==> config.mk <==
export PLATFORM = sky130hd
export DESIGN_NAME = router_in_port
export DESIGN_NICKNAME = d
export VERILOG_FILES = /design/src/rtl/router_pkg.sv /design/src/rtl/router_in_fifo.sv /design/src/rtl/router_in_port.sv
export SDC_FILE = /design/constraint.sdc
export NUM_CORES = 1
export LEC_CHECK = 0
export BUFFER_PORTS_ARGS = -buffer_cell sky130_fd_sc_hd__buf_2
export CORE_ASPECT_RATIO = 1.5
export CORE_MARGIN = 2
export CORE_UTILIZATION = 55
export DETAILED_ROUTE_END_ITERATION = 8
export PLACE_DENSITY = 0.8
export SLEW_MARGIN = 20
export SYNTH_ARGS = -nofsm -noshare
export SYNTH_HDL_FRONTEND = slang
export SYNTH_SLANG_ARGS = --single-unit
==> constraint.sdc <==
create_clock -name clk -period 3.9 [get_ports clk]
set_clock_uncertainty 0.05 [all_clocks]
set_input_delay 0.39 -clock clk [delete_from_list [all_inputs] [get_ports clk]]
set_output_delay 0.39 -clock clk [all_outputs]
set_load 0.01 [all_outputs]
==> src/rtl/router_pkg.sv <==
`default_nettype none
// ============================================================================
// Package     : router_pkg
// Description : Shared router types, tile-ID field locations and XY routing.
// Revision    : 1.0 - initial release
// ============================================================================
package router_pkg;

    typedef enum logic [2:0] {
        NORTH = 3'd0,
        EAST  = 3'd1,
        SOUTH = 3'd2,
        WEST  = 3'd3,
        LOCAL = 3'd4
    } t_cardinal;

    localparam int TILE_Y_MSB = 31;
    localparam int TILE_Y_LSB = 28;
    localparam int TILE_X_MSB = 27;
    localparam int TILE_X_LSB = 24;

    typedef struct packed {
        logic [31:0] address;
        logic [31:0] data;
        logic [3:0]  byte_en;
        logic        write;
        t_cardinal   next_tile_fifo_arb_id;
    } t_tile_trans;

    // Dimension-ordered routing: X is fully resolved before Y.
    function automatic t_cardinal xy_route(
        input logic [3:0] dx,
        input logic [3:0] dy,
        input logic [3:0] lx,
        input logic [3:0] ly
    );
        t_cardinal dir;
        if (dx > lx)      dir = EAST;
        else if (dx < lx) dir = WEST;
        else if (dy > ly) dir = NORTH;
        else if (dy < ly) dir = SOUTH;
        else              dir = LOCAL;
        return dir;
    endfunction

endpackage
`default_nettype wire

==> src/rtl/router_in_fifo.sv <==
`default_nettype none
// ============================================================================
// Module      : router_in_fifo
// Description : Parameterised synchronous FIFO with occupancy count.
// Revision    : 1.0 - initial release
// ============================================================================
module router_in_fifo #(
    parameter int  DEPTH = 4,
    parameter type T     = logic
) (
    input  logic                         clk,
    input  logic                         rst,
    input  logic                         i_push,
    input  T                             i_data,
    input  logic                         i_pop,
    output T                             o_head,
    output logic                         o_full,
    output logic                         o_empty,
    output logic [$clog2(DEPTH+1)-1:0]   o_count
);
    localparam int AW = $clog2(DEPTH);
    localparam int CW = $clog2(DEPTH+1);

    T               r_mem [DEPTH];
    logic [AW-1:0]  r_wptr;
    logic [AW-1:0]  r_rptr;
    logic [CW-1:0]  r_count;
    logic           w_push;
    logic           w_pop;

    assign o_full  = (r_count == CW'(DEPTH));
    assign o_empty = (r_count == '0);
    assign o_count = r_count;
    assign o_head  = r_mem[r_rptr];

    assign w_push = i_push && !o_full;
    assign w_pop  = i_pop && !o_empty;

    // Storage is deliberately left out of reset; only pointers are cleared.
    always_ff @(posedge clk) begin
        if (w_push) begin
            r_mem[r_wptr] <= i_data;
        end
    end

    always_ff @(posedge clk) begin
        if (rst) begin
            r_wptr  <= '0;
            r_rptr  <= '0;
            r_count <= '0;
        end else begin
            if (w_push) r_wptr <= r_wptr + AW'(1);
            if (w_pop)  r_rptr <= r_rptr + AW'(1);
            case ({w_push, w_pop})
                2'b10:   r_count <= r_count + CW'(1);
                2'b01:   r_count <= r_count - CW'(1);
                default: r_count <= r_count;
            endcase
        end
    end

endmodule
`default_nettype wire

==> src/rtl/router_in_port.sv <==
`default_nettype none
// ============================================================================
// Module      : router_in_port
// Description : Mesh router input port: link FIFO, XY route, registered output.
// Revision    : 1.0 - initial release
// ============================================================================
module router_in_port
    import router_pkg::*;
#(
    parameter int         DEPTH   = 4,
    parameter logic [3:0] LOCAL_X = 4'd0,
    parameter logic [3:0] LOCAL_Y = 4'd0
) (
    input  logic                         clk,
    input  logic                         rst,
    input  logic                         in_valid,
    input  t_tile_trans                  in_req,
    output logic                         in_ready,
    output logic [4:0]                   out_valid,
    output t_tile_trans                  out_req,
    input  logic [4:0]                   out_ready,
    output logic [$clog2(DEPTH+1)-1:0]   occupancy
);
    t_tile_trans  w_head;
    t_tile_trans  w_routed;
    t_cardinal    w_dir;
    logic         w_full;
    logic         w_empty;
    logic         w_push;
    logic         w_pop;
    logic         w_fire;

    logic         r_out_vld;
    t_cardinal    r_out_dir;
    t_tile_trans  r_out_req;

    assign in_ready = !w_full && !rst;
    assign w_push   = in_valid && in_ready;

    router_in_fifo #(
        .DEPTH (DEPTH),
        .T     (t_tile_trans)
    ) u_fifo (
        .clk     (clk),
        .rst     (rst),
        .i_push  (w_push),
        .i_data  (in_req),
        .i_pop   (w_pop),
        .o_head  (w_head),
        .o_full  (w_full),
        .o_empty (w_empty),
        .o_count (occupancy)
    );

    assign w_dir = xy_route(w_head.address[TILE_X_MSB:TILE_X_LSB],
                            w_head.address[TILE_Y_MSB:TILE_Y_LSB],
                            LOCAL_X, LOCAL_Y);

    always_comb begin
        w_routed                       = w_head;
        w_routed.next_tile_fifo_arb_id = w_dir;
    end

    // Masking with rst keeps a handshake from completing in the reset cycle.
    assign out_valid = (r_out_vld && !rst) ? (5'd1 << r_out_dir) : 5'd0;
    assign out_req   = r_out_req;
    assign w_fire    = |(out_valid & out_ready);
    assign w_pop     = !w_empty && (!r_out_vld || w_fire) && !rst;

    always_ff @(posedge clk) begin
        if (rst) begin
            r_out_vld <= 1'b0;
            r_out_dir <= NORTH;
            r_out_req <= '0;
        end else if (w_pop) begin
            r_out_vld <= 1'b1;
            r_out_dir <= w_dir;
            r_out_req <= w_routed;
        end else if (w_fire) begin
            r_out_vld <= 1'b0;
        end
    end

endmodule
`default_nettype wire

==> results.toml, run 1 <==
[clock_tree]
cts.path.max_buffers = 3
cts_tree = "built"
clock-root-buffer = "clkbuf_16"
cts_resized = 0
cts_hold_buf = 40
cts_made_buffers = 31
post_cts_buffers = 0
clk_pin_slew_worst_paths_ps = 70
insertion_delay_ps = 550
clock-sinks = 357
htreeDepth = 1

[outcome]
status = "finished clean"

[logic_synthesis]
avgSynthCellArea_sq_um = 17.5
synth_cell_types = 34
synthCells = 755
synth_fa_ha_area_share_pct = 0.626
synth_edf_count = 276
yosysTopAreaCellShare_pct = 62.8
synth_simple_gate_area_share_pct = 3.68
synth_top_family_by_area = "multiplexers"
synth.area.mux_share_pct = 11.9
seq_area_frac_synth_pct = 75.1
yosysTopAreaCell = "edfxtp_1"
yosys_warnings = 0
synth_xor_area_share_pct = 0.199
synth-async-reset-ratio_pct = 0
synth.most_common_cell = "edfxtp_1"
synth_compound_area_share_pct = 6.07
synthTopCellsByArea = "edfxtp_1 63%, dfxtp_1 12%, mux4_2 12%"
synthTopCellsByCount = "276 x edfxtp_1, 81 x dfxtp_1, 78 x a21oi_1, 72 x o21ai_0, 70 x nand3_1"
netlist_area_sq_um = 13200
ys_ff_latch = 357
yosys_most_used_dff = "edfxtp_1"

[critical_path]
reg2reg_to = "u_fifo.o_count[2]$_SDFFE_PP0P_"
regToRegStartpoint = "out_req[2]$_SDFFE_PP0P_"
crit_type = "reg -> reg"
path_max_fanout = 7
regToRegSetupSlack_ps = 1240
critPathCaptureType = "flip-flop"
cp.arrival_ps = 3080
required_ps = 4320
critical_path.startpoint_type = "flip-flop"
reg2reg_depth = 9

[power_and_ir_drop]
p_leak_nw = 5.42
irDropWorstVdd_uv = 455
power-per-cell-area_nw_per_um2 = 682

[floorplanning]
dieArea_sq_um = 25300
io_pins = 161
coreArea_sq_um = 23700
die_w_um = 130
rows = 69
die_height_um = 194
start_util_pct = 55.8

[detailed_routing]
drt.antenna.violating_nets = 0
drc = 0
via_per_inst = 5.85
firstDrtPassIters = 5
wire_per_inst_um = 21.9
vias = 7533
drt-total-wl_um = 28300
drtIter0Drc = 562

[placed_design]
postPlaceCellArea_sq_um = 14300
dp_slack_ps = 1260
gp_congestion = 0.729
dp_hpwl_um = 15800
port_buffers = 152

[sta]
grt_setup_unrepaired = "false"
finalCritPeriodShare_pct = 68.2
min_period_ps = 2660
hold_viol = 0
worstMarginPinSlew_ps = 963
finalSetupViolations = 0
slew_viol_final = 0
relSlewSlack_pct = 35.8
fmax_ghz = 0.376
setup_slack_ps = 1240
tns_ps = 0

[hold_path]
hp-start = "in_req[21]"
hold_depth = 1
holdPathEnd = "u_fifo.r_mem[3][21]$_DFFE_PP_"
hold_class = "in -> reg"

[layout]
postLayoutCellArea_sq_um = 15900
final_nets = 1031
diodes = 0
fillerInstances = 1630
drive_above_1_share_pct = 31.2
final_util_pct = 67.0
syn2layout_area_growth_pct = 20.2

[grt]
grt_max_degree = 77
grt_overflow_total = 0
grt_pass1_wl_um = 43500
grt_pass1_vias = 7884
antenna_found_initial = 1
grt_usage_pct = 22.6

[job]
cap_viol_max_count = 0
[cells in the final DEF, fill, tap and decap left out, types with 4 or more instances in the layout]
cell | netlist | routed
edfxtp_1 | 276 | 276
buf_2 | 16 | 151
ha_1 | 5 | 5
a21oi_1 | 78 | 78
nor2_1 | 5 | 5
nand3_1 | 70 | 70
o21ai_0 | 72 | 72
dlygate4sd3_1 | 0 | 46
buf_12 | 0 | 4
clkbuf_16 | 0 | 31
and2_4 | 0 | 4
mux4_2 | 69 | 69
buf_4 | 7 | 15
clkinvlp_4 | 0 | 4
inv_1 | 8 | 8
dfxtp_1 | 81 | 79
clkinv_2 | 0 | 7
bufinv_16 | 0 | 6
[metal layers]
layer  track usage [%]  wire [um]  up-vias
met1              28.1      10400     3832
met2              40.1      15400      289
li1                  -          -     3355
met5                 0         13        -
met3              3.20       1580       55
met4              8.12        895        2
[critical path: stages (launching register included)]
cell     delay [ps]
dfxtp_1         480
mux2i_1         210
o311a_2         400
nor3_1          190
ha_1            220
inv_1            70
fa_1            370
xor2_1          160
or3_1           300
a21oi_1         130
[state kept, by name, indices dropped and copies added, names as in the netlist, named ones only]
signal          count
u_fifo.r_rptr       2
u_fifo.r_mem      276
out_req            71
u_fifo.r_wptr       2
u_fifo.o_count      3
r_out_vld           1
[cells by family after synthesis]
| family | count (synthesis) |
|---|---|
| buf+inv | 69 |
| xor+xnor | 3 |
| other cells | 1 |
| flops | 357 |
| compound gates | 156 |
| simple gates | 93 |
| fa+ha+maj | 6 |
| mux | 70 |
[worst max-delay path by stage]
stage / startpoint / end / cells past startpoint
floorplan: u_fifo.o_count[0]$_SDFFE_PP0P_ / u_fifo.r_mem[1][10]$_DFFE_PP_ / 3
global placement: out_req[2]$_SDFFE_PP0P_ / u_fifo.o_count[2]$_SDFFE_PP0P_ / 9
detailed placement: rst / u_fifo.o_count[2]$_SDFFE_PP0P_ / 10
CTS: out_req[2]$_SDFFE_PP0P_ / u_fifo.o_count[2]$_SDFFE_PP0P_ / 9
global route: out_req[2]$_SDFFE_PP0P_ / u_fifo.o_count[2]$_SDFFE_PP0P_ / 9
finish: out_req[2]$_SDFFE_PP0P_ / u_fifo.o_count[2]$_SDFFE_PP0P_ / 9
[where the power goes]
part	switching (mW)	total, mW	internal, mW
Combinational	1.63	2.73	1.10
Clock	1.34	3.25	1.91
Sequential	0.285	4.83	4.55
[final cells by class]
class	instances	area (sq um)	share of cell area, %
Sequential cell	357	9920	62.5
Multi-Input combinational cell	331	3010	19.0
Timing Repair Buffer	216	1410	8.88
Clock buffer	35	821	5.18
Tap cell	319	399	2.52
Clock inverter	22	274	1.73
Inverter	8	30.0	0.189
[through the flow]
| stage | std cells | hold WS (ps) | power, mW |
|---|---|---|---|
| 3_3_place_gp | 1185 | 404 | 7.53 |
| 2_1_floorplan | 757 | 405 | 6.70 |
| 6_report | 1288 | 12.5 | 10.8 |
| 3_5_place_dp | 1185 | 415 | 7.61 |
| 4_1_cts | 1282 | 0.160 | 10.9 |
| 5_1_grt | 1288 | 2.82 | 11.3 |
No activity file was read; power rests on OpenSTA's default activity.
==> run 2: changes to the inputs <==
==> constraint.sdc (replaced) <==
create_clock -name clk -period 2.75 [get_ports clk]
set_clock_uncertainty 0.05 [all_clocks]
set_input_delay 0.275 -clock clk [delete_from_list [all_inputs] [get_ports clk]]
set_output_delay 0.275 -clock clk [all_outputs]
set_load 0.01 [all_outputs]
==> run 2 against run 1 <==
Setup slack worse by 1000 ps. Sequential power rose by 42%. Routed wire length fell by 0.66%. Via count rose by 1.0%. First-iteration DRC count up 2.3%. Non-clock buffer count is 28 higher. Flip-flop and latch count did not move. Final area grew 1.6%. Final cell count up 2.3%. Fmax grew 4.6%. Combinational power increased by 45%. Critical path type unchanged.
==> results.toml, run 2 (synthesis results as in run 1) <==
[grt]
antenna_found_initial = 1
grt_max_degree = 81
grt_pass1_wl_um = 43400
grt_overflow_total = 0
grt_pass1_vias = 7987
grt_usage_pct = 22.6

[layout]
largest_register_ff_count = 276
drive_above_1_share_pct = 30.2
regMostFlops = "u_fifo.r_mem"
final_nets = 1059
most-common-layout-cells = "276 x edfxtp_1, 151 x buf_2, 79 x dfxtp_1"
multiInputGateArea_sq_um = 3010
regArea_sq_um = 9920
final_util_pct = 68.1
mostFrequentLayoutCell = "edfxtp_1"
syn2layout_area_growth_pct = 22.1
fillerInstances = 1632

[clock_tree]
clock-sinks = 357
cts.path.max_buffers = 3
insertion_delay_ps = 550
cts_made_buffers = 31
post_cts_buffers = 0
cts_hold_buf = 70
clock-root-buffer = "clkbuf_16"
clk_pin_slew_worst_paths_ps = 60
cts_resized = 0
cts_tree = "built"
htreeDepth = 1

[floorplanning]
rows = 69
die_height_um = 194
io_pins = 161
die_w_um = 130
start_util_pct = 55.8
coreArea_sq_um = 23700
dieArea_sq_um = 25300

[detailed_routing]
drc = 0
drt-total-wl_um = 28100
via_per_inst = 5.78
drt.antenna.violating_nets = 0
firstDrtPassIters = 4
drtIter0Drc = 575
wire_per_inst_um = 21.3
vias = 7612

[outcome]
status = "finished clean"

[power_and_ir_drop]
power-per-cell-area_nw_per_um2 = 945
power.total_mw = 15.2
irDropWorstVdd_uv = 681
p_leak_nw = 5.53

[placed_design]
dp_hpwl_um = 15500
gp_congestion = 0.761
port_buffers = 152
dp_slack_ps = 209

[critical_path]
critPathCaptureType = "flip-flop"
crit_family = "adder cells"
path_cells = "mux2i_1 > o311a_2 > nor3_1 > ha_1 > inv_1 > fa_1 > xor2_1 > or3_1 > a21oi_1"
crit_type = "reg -> reg"
path_buf_inv = 1
required_ps = 3170
crit_slowest_cell = "dfxtp_1"
cp.arrival_ps = 2960
critical_path.startpoint_type = "flip-flop"
slowest_delay_ps = 440
setup.worst_path.start = "out_req[2]$_SDFFE_PP0P_"
regToRegStartpoint = "out_req[2]$_SDFFE_PP0P_"
path_max_fanout = 7

[sta]
worstMarginPinSlew_ps = 1060
fin_hold_ws_ps = 185
setup_slack_ps = 205
slew_viol_final = 0
hold_viol = 0
fmax_ghz = 0.393
tns_ps = 0
min_period_ps = 2550
grt_setup_unrepaired = "false"
relSlewSlack_pct = 29.2
finalSetupViolations = 0
finalCritPeriodShare_pct = 92.6

[job]
cap_viol_max_count = 0

[hold_path]
hold_class = "in -> reg"
hp-start = "in_valid"
-- run 2: cell count changes in the layout (fill, tap and decap cells not counted) --
cell	before	now
dlygate4sd3_1	46	70
clkbuf_1	1	6
clkinvlp_4	4	0
buf_12	4	7
bufinv_16	6	3
clkbuf_8	3	5
buf_4	15	16
clkbuf_16	31	32
diode_2	0	1
inv_6	1	0
or3_2	0	1
or3_4	1	0
-- run 2: worst paths after layout --
| path | to | slack [ps] | cells after the start |
|---|---|---|---|
| max | u_fifo.o_count[2]$_SDFFE_PP0P_ | 200 | 9 |
| min | u_fifo.r_wptr[1]$_SDFFE_PP0P_ | 190 | 6 |
| max reg2reg | u_fifo.o_count[2]$_SDFFE_PP0P_ | 200 | 9 |
| min reg2reg | out_req[57]$_SDFFE_PP0P_ | 420 | 2 |
-- run 2: power by group --
group	total, mW	switching [mW]	internal (mW)
Clock	4.39	1.85	2.54
Sequential	6.86	0.403	6.45
Combinational	3.97	2.33	1.63
Total	15.2	4.59	10.6
-- run 2: metal layers --
| layer | part of all wire, % | track usage, % |
|---|---|---|
| met5 | 0 | 0 |
| met4 | 3.7 | 10.0 |
| met3 | 5.3 | 2.84 |
| met2 | 53 | 39.0 |
| met1 | 38 | 28.5 |
-- run 2: metrics by stage --
| step | instance area [sq um] | instances |
|---|---|---|
| floorplan | 13200 | 757 |
| global placement | 14400 | 1189 |
| detailed placement | 14400 | 1189 |
| CTS | 16100 | 1316 |
| global route | 16100 | 1317 |
| finish | 16100 | 1317 |
-- run 2: worst reg2reg max path, delay by kind of cell, from the launching register on --
family | cells | cell delay [ps]
xor+xnor | 1 | 160
flops | 1 | 440
mux | 1 | 170
compound gates | 2 | 520
fa+ha+maj | 2 | 580
simple gates | 2 | 490
buf+inv | 1 | 60
-- run 2: area by class of cell --
| class | instances | share of cell area (%) |
|---|---|---|
| diodes | 1 | 0.0155 |
| clock buffers | 43 | 5.54 |
| clock inverters | 14 | 0.901 |
| inverters | 8 | 0.186 |
| multi-input cells | 331 | 18.7 |
| flip-flops and latches | 357 | 61.6 |
| well taps | 319 | 2.48 |
| repair buffers | 244 | 10.7 |
